$ cat src/rtl/axis_frame_sink_if.sv
// AXI-Stream pixel channel between an upstream source and the frame sink.
// The DUT takes the slave side; the source drives the master side.
interface axis_frame_sink_if #(
   parameter int DATA_WIDTH = 8
);
   logic [DATA_WIDTH-1:0] tdata;
   logic                  tvalid;
   logic                  tready;
   logic                  tlast;
   logic                  tuser;

   modport master (output tdata, output tvalid, output tlast, output tuser, input tready);
   modport slave  (input tdata, input tvalid, input tlast, input tuser, output tready);
endinterface

$ cat src/rtl/axis_frame_sink.sv
// Receives one IMG_W x IMG_H frame over AXI-Stream, writes it raster-order into the
// frame buffer, flags framing errors, and holds the frame until the consumer releases it.
module axis_frame_sink #(
   parameter int DATA_WIDTH = 8,
   parameter int IMG_W      = 32,
   parameter int IMG_H      = 32,
   parameter int ADDR_WIDTH = $clog2(IMG_W*IMG_H)
) (
   input  logic                  clock,
   input  logic                  reset,
   axis_frame_sink_if.slave      s,
   output logic                  wr_en,
   output logic [ADDR_WIDTH-1:0] wr_addr,
   output logic [DATA_WIDTH-1:0] wr_data,
   output logic                  frame_valid,
   input  logic                  frame_release,
   output logic                  err_sof,
   output logic                  err_early_last,
   output logic                  err_late_last
);
   localparam int N = IMG_W*IMG_H;
   localparam logic [ADDR_WIDTH-1:0] LAST_ADDR = ADDR_WIDTH'(N-1);

   typedef enum logic [1:0] {IDLE, RECV, DROP, HOLD} state_t;

   state_t                r_state;
   logic [ADDR_WIDTH-1:0] r_cnt;
   logic                  r_wr_en;
   logic [ADDR_WIDTH-1:0] r_wr_addr;
   logic [DATA_WIDTH-1:0] r_wr_data;
   logic                  r_err_sof;
   logic                  r_err_early;
   logic                  r_err_late;

   logic                  w_ready;
   logic                  w_acc;
   logic                  w_store;
   logic [ADDR_WIDTH-1:0] w_idx;
   logic                  w_at_last;

   // Ready comes from the state register only; gating with reset keeps it low while reset is held.
   assign w_ready   = (r_state != HOLD);
   assign s.tready  = w_ready & ~reset;
   assign w_acc     = s.tvalid & w_ready;
   // A SOF beat is stored from any accepting state and restarts the raster at address 0.
   assign w_store   = w_acc & (s.tuser | (r_state == RECV));
   assign w_idx     = s.tuser ? '0 : r_cnt;
   assign w_at_last = (w_idx == LAST_ADDR);

   always_ff @(posedge clock or posedge reset) begin
      if (reset) begin
         r_state     <= IDLE;
         r_cnt       <= '0;
         r_wr_en     <= 1'b0;
         r_wr_addr   <= '0;
         r_wr_data   <= '0;
         r_err_sof   <= 1'b0;
         r_err_early <= 1'b0;
         r_err_late  <= 1'b0;
      end else begin
         r_wr_en     <= 1'b0;
         r_err_sof   <= 1'b0;
         r_err_early <= 1'b0;
         r_err_late  <= 1'b0;
         if (w_store) begin
            r_wr_en   <= 1'b1;
            r_wr_addr <= w_idx;
            r_wr_data <= s.tdata;
         end
         case (r_state)
            HOLD: begin
               if (frame_release) r_state <= IDLE;
            end
            default: begin
               if (w_acc) begin
                  if (w_store) begin
                     r_err_sof <= s.tuser & (r_state == RECV);
                     if (s.tlast && w_at_last) begin
                        r_state <= HOLD;
                        r_cnt   <= '0;
                     end else if (s.tlast) begin
                        r_err_early <= 1'b1;
                        r_state     <= IDLE;
                        r_cnt       <= '0;
                     end else if (w_at_last) begin
                        // Frame overran without tlast: discard the rest up to tlast.
                        r_err_late <= 1'b1;
                        r_state    <= DROP;
                        r_cnt      <= '0;
                     end else begin
                        r_state <= RECV;
                        r_cnt   <= w_idx + 1'b1;
                     end
                  end else if (r_state == IDLE) begin
                     r_err_sof <= 1'b1;
                     r_state   <= s.tlast ? IDLE : DROP;
                  end else if (s.tlast) begin
                     r_state <= IDLE;
                  end
               end
            end
         endcase
      end
   end

   assign wr_en          = r_wr_en;
   assign wr_addr        = r_wr_addr;
   assign wr_data        = r_wr_data;
   assign frame_valid    = (r_state == HOLD);
   assign err_sof        = r_err_sof;
   assign err_early_last = r_err_early;
   assign err_late_last  = r_err_late;
endmodule

$ cat src/flat_wrapper.sv
// flat-port wrapper written by rule: the top's interface ports become plain ports
module axis_frame_sink_flat 
#(
   parameter int DATA_WIDTH = 8,
   parameter int IMG_W      = 32,
   parameter int IMG_H      = 32,
   parameter int ADDR_WIDTH = $clog2(IMG_W*IMG_H)
)
  (clock, reset, wr_en, wr_addr, wr_data, frame_valid, frame_release, err_sof, err_early_last, err_late_last, s_tdata, s_tvalid, s_tlast, s_tuser, s_tready);
  axis_frame_sink_if #(.DATA_WIDTH(DATA_WIDTH)) s_i ();
  input  logic clock;
  input  logic reset;
  output logic wr_en;
  output logic [ADDR_WIDTH-1:0] wr_addr;
  output logic [DATA_WIDTH-1:0] wr_data;
  output logic frame_valid;
  input  logic frame_release;
  output logic err_sof;
  output logic err_early_last;
  output logic err_late_last;
  input wire logic [$bits(s_i.tdata)-1:0] s_tdata;
  input wire logic [$bits(s_i.tvalid)-1:0] s_tvalid;
  input wire logic [$bits(s_i.tlast)-1:0] s_tlast;
  input wire logic [$bits(s_i.tuser)-1:0] s_tuser;
  output wire logic [$bits(s_i.tready)-1:0] s_tready;
  assign s_i.tdata = s_tdata;
  assign s_i.tvalid = s_tvalid;
  assign s_i.tlast = s_tlast;
  assign s_i.tuser = s_tuser;
  assign s_tready = s_i.tready;
  axis_frame_sink #(.DATA_WIDTH(DATA_WIDTH), .IMG_W(IMG_W), .IMG_H(IMG_H), .ADDR_WIDTH(ADDR_WIDTH)) u_core (.clock(clock), .reset(reset), .s(s_i), .wr_en(wr_en), .wr_addr(wr_addr), .wr_data(wr_data), .frame_valid(frame_valid), .frame_release(frame_release), .err_sof(err_sof), .err_early_last(err_early_last), .err_late_last(err_late_last));
endmodule
$ cat config.mk
export PLATFORM = sky130hd
export DESIGN_NAME = axis_frame_sink_flat
export DESIGN_NICKNAME = d
export VERILOG_FILES = /design/src/rtl/axis_frame_sink_if.sv /design/src/rtl/axis_frame_sink.sv /design/src/flat_wrapper.sv
export SDC_FILE = /design/constraint.sdc
export NUM_CORES = 1
export LEC_CHECK = 0
export BUFFER_PORTS_ARGS = -buffer_cell sky130_fd_sc_hd__buf_2
export CAP_MARGIN = 10
export CORE_UTILIZATION = 52
export DETAILED_ROUTE_END_ITERATION = 8
export HOLD_SLACK_MARGIN = 0.08
export PLACE_DENSITY = 0.77
export RECOVER_POWER = 100
export SLEW_MARGIN = 20
export SYNTH_ARGS = -nofsm -noshare
export SYNTH_HDL_FRONTEND = slang
export SYNTH_SLANG_ARGS = --single-unit
$ cat constraint.sdc
create_clock -name clock -period 4.92 [get_ports clock]
set_clock_uncertainty 0.15 [all_clocks]
set_input_delay 0.738 -clock clock [delete_from_list [all_inputs] [get_ports clock]]
set_output_delay 0.738 -clock clock [all_outputs]
set_load 0.02 [all_outputs]
; Word-level counts from Yosys, hierarchy flattened
; Index checks and enable logic that the tools add are counted.
[totals]
regBits = 34
input_bits = 14
out_inout_bits = 24
[classes]
add_sub_neg = 1
n_eq_ne = 5
mux = 30
bitwise = 7
reduce_logical = 6
[ops]
columns = operator, n
row1 = $mux 10, 4
row2 = $mux 2, 10
row3 = $mux 1, 16
row4 = $add 10x1->10 const B, 1
row5 = $eq 10x10->1 const B, 1
row6 = $reduce_and 3->1, 2
row7 = $and 1x1->1, 4
row8 = $reduce_bool 4->1, 1
row9 = $eq 2x1->1 const B, 1
row10 = $eq 2x2->1 const B, 1
row11 = $logic_not 2->1, 1
row12 = $ne 2x1->1 const B, 1
row13 = $ne 2x2->1 const B, 1
row14 = $not 1->1, 2
row15 = $reduce_bool 2->1, 1
row16 = $logic_and 1x1->1, 1
row17 = $or 1x1->1, 1

; Logic depth before layout (Yosys ltp)
[depth]
word_depth = 8
ltp_mapped = 13
mapped_depth_nobuf = 10

; Worst setup path after synthesis
; OpenSTA, ideal clock, no wires.
[synth_timing]
kind = input -> register
from = input port s_tuser
to = register u_core.r_cnt[8]
setup_ps = 69
arrival_time_ps = 3003
required_time_ps = 4701
slack_ps = 1699
cell_stages = 12
path_cell_list = buf_6 -> clkbuf_1 -> nor2b_1 -> ha_1 -> and2_1 -> clkbuf_1 -> nand4_2 -> inv_1 -> ha_1 -> or3_1 -> or4_1 -> nand3_1
[synth_between]
elab_chain_len = 5
[synth_rtl]
columns = item, line
row1 = "start, declared", flat_wrapper.sv:24  ; input wire logic [$bits(s_i.tuser)-1:0] s_tuser;
row2 = $mux 10 (*), axis_frame_sink.sv:47  ; assign w_idx = s.tuser ? '0 : r_cnt;
row3 = net u_core.w_idx[0], axis_frame_sink.sv:38  ; logic [ADDR_WIDTH-1:0] w_idx;
row4 = $add 10x1->10 or $eq 10x10->1 (tied branches), "axis_frame_sink.sv:92, axis_frame_sink.sv:48"
row5 = $mux 10, axis_frame_sink.sv:85  ; end else if (w_at_last) begin
row6 = $mux 10, axis_frame_sink.sv:81  ; end else if (s.tlast) begin
row7 = $mux 10 (*), axis_frame_sink.sv:78  ; if (s.tlast && w_at_last) begin
row8 = "end signal, assigned", axis_frame_sink.sv:92  ; r_cnt <= w_idx + 1'b1;
row9 = "end, declared", axis_frame_sink.sv:27  ; logic [ADDR_WIDTH-1:0] r_cnt;
; Mark *: on every way through the listed nets, which the timed path passes. The rest lies on a longest branch.
; A chain may end at the register's enable or synchronous reset.

; Worst setup path in the final report
[layout_timing]
from = input port s_tuser
to = register u_core.r_cnt[3]
; Same word-level chain as after synthesis.

==> summary.txt <==
Final hold violation count - 0
Clock network power share - 19.2%
Post-CTS setup buffer count - 0
Synth area leaders - dfrtp_1, nand2_1, o21ai_0
Synth cell count leaders - nand2_1, dfrtp_1, o21ai_0, clkbuf_1, nand2b_1
# DRC - 0
Pins Over Slew Limit - 35
WL final - 3410 µm
Initial antenna violation count - 0
YS warnings - 0
Final Cycle Share - 72.2%
Post_cts resized - 0
Detailed Place HPWL - 2410 µm
Wire length per cell - 13.1 µm
Mapped Area - 1690 µm²
RSZ-0062 raised after global routing - false
GRT overflow - 0
Worst Hold Class - reg2reg
Core ar. - 3080 µm²
Netlist cell types - 44
Post-synth EDFFs - 0
Cells after Synth - 178
Hold_buf cts - 0
Register Area - 851 µm²
Fill cells - 262
Sw frac - 40.2%
Vias per cell - 5.38
Sequential Power Share - 47.9%
ANT cells - 0
Initial core utilization - 55.0%
Vias in the first global route - 1278
#FFs+latches synth - 34
Area share of the largest cell type after synthesis - 50.3%
TNS Setup - 0 ps
Synth Area in Simple Gates - 27.9%
Post-Synth Adder-Cell Area - 2.96%
Final setup fails - 0
Synth Net Count - 196
GRT Total Usage - 22.2%
Top_reg_cell synth - dfrtp_1
XOR/XNOR Fraction of Synth Area - 0.517%
Top-count cell post-synth - nand2_1
1st-iter DRT viols - 78
Setup CP Type - in2reg
Area of the multi-input gates - 766 µm²
Synthesized-area fraction occupied by ao, oa, aoi and oai cells - 14.3%
Psw - 0.340 mW
Final min period - 3550 ps
Post-route cell area - 1910 µm²
Critical Path Fanout Max - 19
FP Rows - 20
# clock sinks - 34
Mux cell area share after synthesis - 0.665%
# nets final - 233
CTS tree - yes
Max Cap Viol - 1
Cell Area, Placed - 1910 µm²
Syn avg cell area - 9.51 µm²
Root Buffer - clkbuf_4
Max_slew headroom - -14.8%
CP Launch Type - input port
Crit path DAT - 3630 ps
Die area - 3490 µm²
Largest family of logic cells by synthesized area - simple AND/OR/NAND/NOR gates
Die Ht - 59.1 µm
Fraction of layout cells with a size suffix above 1 - 13.0%
Internal power - 0.505 mW
Slew @ Worst Pin - 1720 ps
Clock Pin Slew Worst Setup and Hold Paths - 100 ps
Clock latency at the later pin of the worst-skew pair - 340 ps
# IOs - 38
Failing checks - capacitance limit, slew limit
Via count - 1400
CTS Buf Count - 5
Number of I/O port buffers - 37
Asr flop ratio synth - 100%
Leak pwr - 0.927 nW
Combinational power share - 32.9%
Crit path capture type - flop
Pwr/cell area - 442 nW/µm²
Seq/Total Area, Yosys - 50.3%
First-pass detailed-route iteration total - 4
Die outline width - 59.1 µm
Synth-to-Final Area Change - 13.0%
First-pass GRT wire length - 5600 µm
Largest net degree at the start of global routing - 35
H-tree depth - 2
Synth area leader - dfrtp_1
Max Freq - 0.281 GHz
WP data required - 5000 ps
Gpl congestion - 0.818
Maximum buffer depth of the clock tree - 2
Max VDD drop - 0.203 mV
Outcome - finished, violations left
DRT antenna net count - 0
worst paths after layout:
path / end / cells past startpoint / slack, ps / startpoint
setup / recovery: u_core.r_cnt[3] / 10 / 1370 / s_tuser
hold / removal: u_core.wr_data[1] / 2 / 330 / u_core.wr_data[1]
setup reg to reg: u_core.r_cnt[3] / 9 / 1910 / u_core.r_cnt[0]
hold reg to reg: u_core.wr_data[1] / 2 / 330 / u_core.wr_data[1]
max in group asynchronous: u_core.r_cnt[6] / 3 / 2780 / reset
min in group asynchronous: u_core.r_state[0] / 3 / 850 / reset
kinds of logic after synthesis:
family / count (synthesis)
simple gates: 91
mux: 1
buf+inv: 13
compound gates: 34
fa+ha+maj: 4
xor+xnor: 1
flops: 34
area by class of cell:
type	instances	area share [%]
clock buffer	6	2.68
tap	44	2.88
timing repair buffer	39	8.50
multi-input combinational	131	40.0
sequential	34	44.5
clock inverter	2	0.654
inverter	4	0.785
power by group through the flow:
stage	registers (mW)	logic, mW	clock network (mW)
after floorplan	0.461	0.149	0
after global placement	0.403	0.287	0
after detailed placement	0.408	0.298	0
after CTS	0.402	0.298	0.168
after global routing	0.416	0.311	0.179
final	0.404	0.278	0.162
cells in the final DEF, fill, tap and decap left out, drive strengths merged, types with 2 or more instances in the layout:
cell    instances
or4             3
nor2b           5
buf            13
a21oi           2
dfrtp          34
nand4           2
and2            4
nand3           6
o31ai           4
o21ai          13
or3             2
and3            2
a22oi           2
inv             4
clkbuf         32
ha              4
nand2          49
and3b           2
or2b            2
nand2b          7
o41ai           3
nor2            4
state kept, by name, summed over array words and instances, names as in the netlist:
| name | count |
|---|---|
| u_core.err_early_last | 1 |
| u_core.err_late_last | 1 |
| u_core.err_sof | 1 |
| u_core.r_cnt | 10 |
| u_core.r_state | 2 |
| u_core.wr_addr | 10 |
| u_core.wr_data | 8 |
| u_core.wr_en | 1 |
stage by stage:
stage	hold slack, ps	util [%]	cells	total power [mW]	setup slack (ps)
after floorplan	313	-	178	0.609	1700
after global placement	302	61.9	252	0.689	1730
after detailed placement	307	61.9	252	0.706	1620
after CTS	328	64.0	260	0.868	1990
after global routing	356	62.2	260	0.905	1050
final	333	62.2	260	0.845	1370
routing by layer:
layer	global-route usage, %	vias to the layer above	share of wire [%]
met5	0	-	0
met4	10.9	0	2.1
met3	6.11	9	5.0
met2	36.5	43	50
met1	27.0	662	43
li1	-	686	-
critical path: stages:
cell and delay (ps):
clkbuf_1 530, nor2b_1 180, ha_1 270, and2_0 250, nand4_1 270, inv_1 110, ha_1 230, nor3_1 510
nand2_1 190, o41ai_1 340
(Power assumes the default switching activity.)
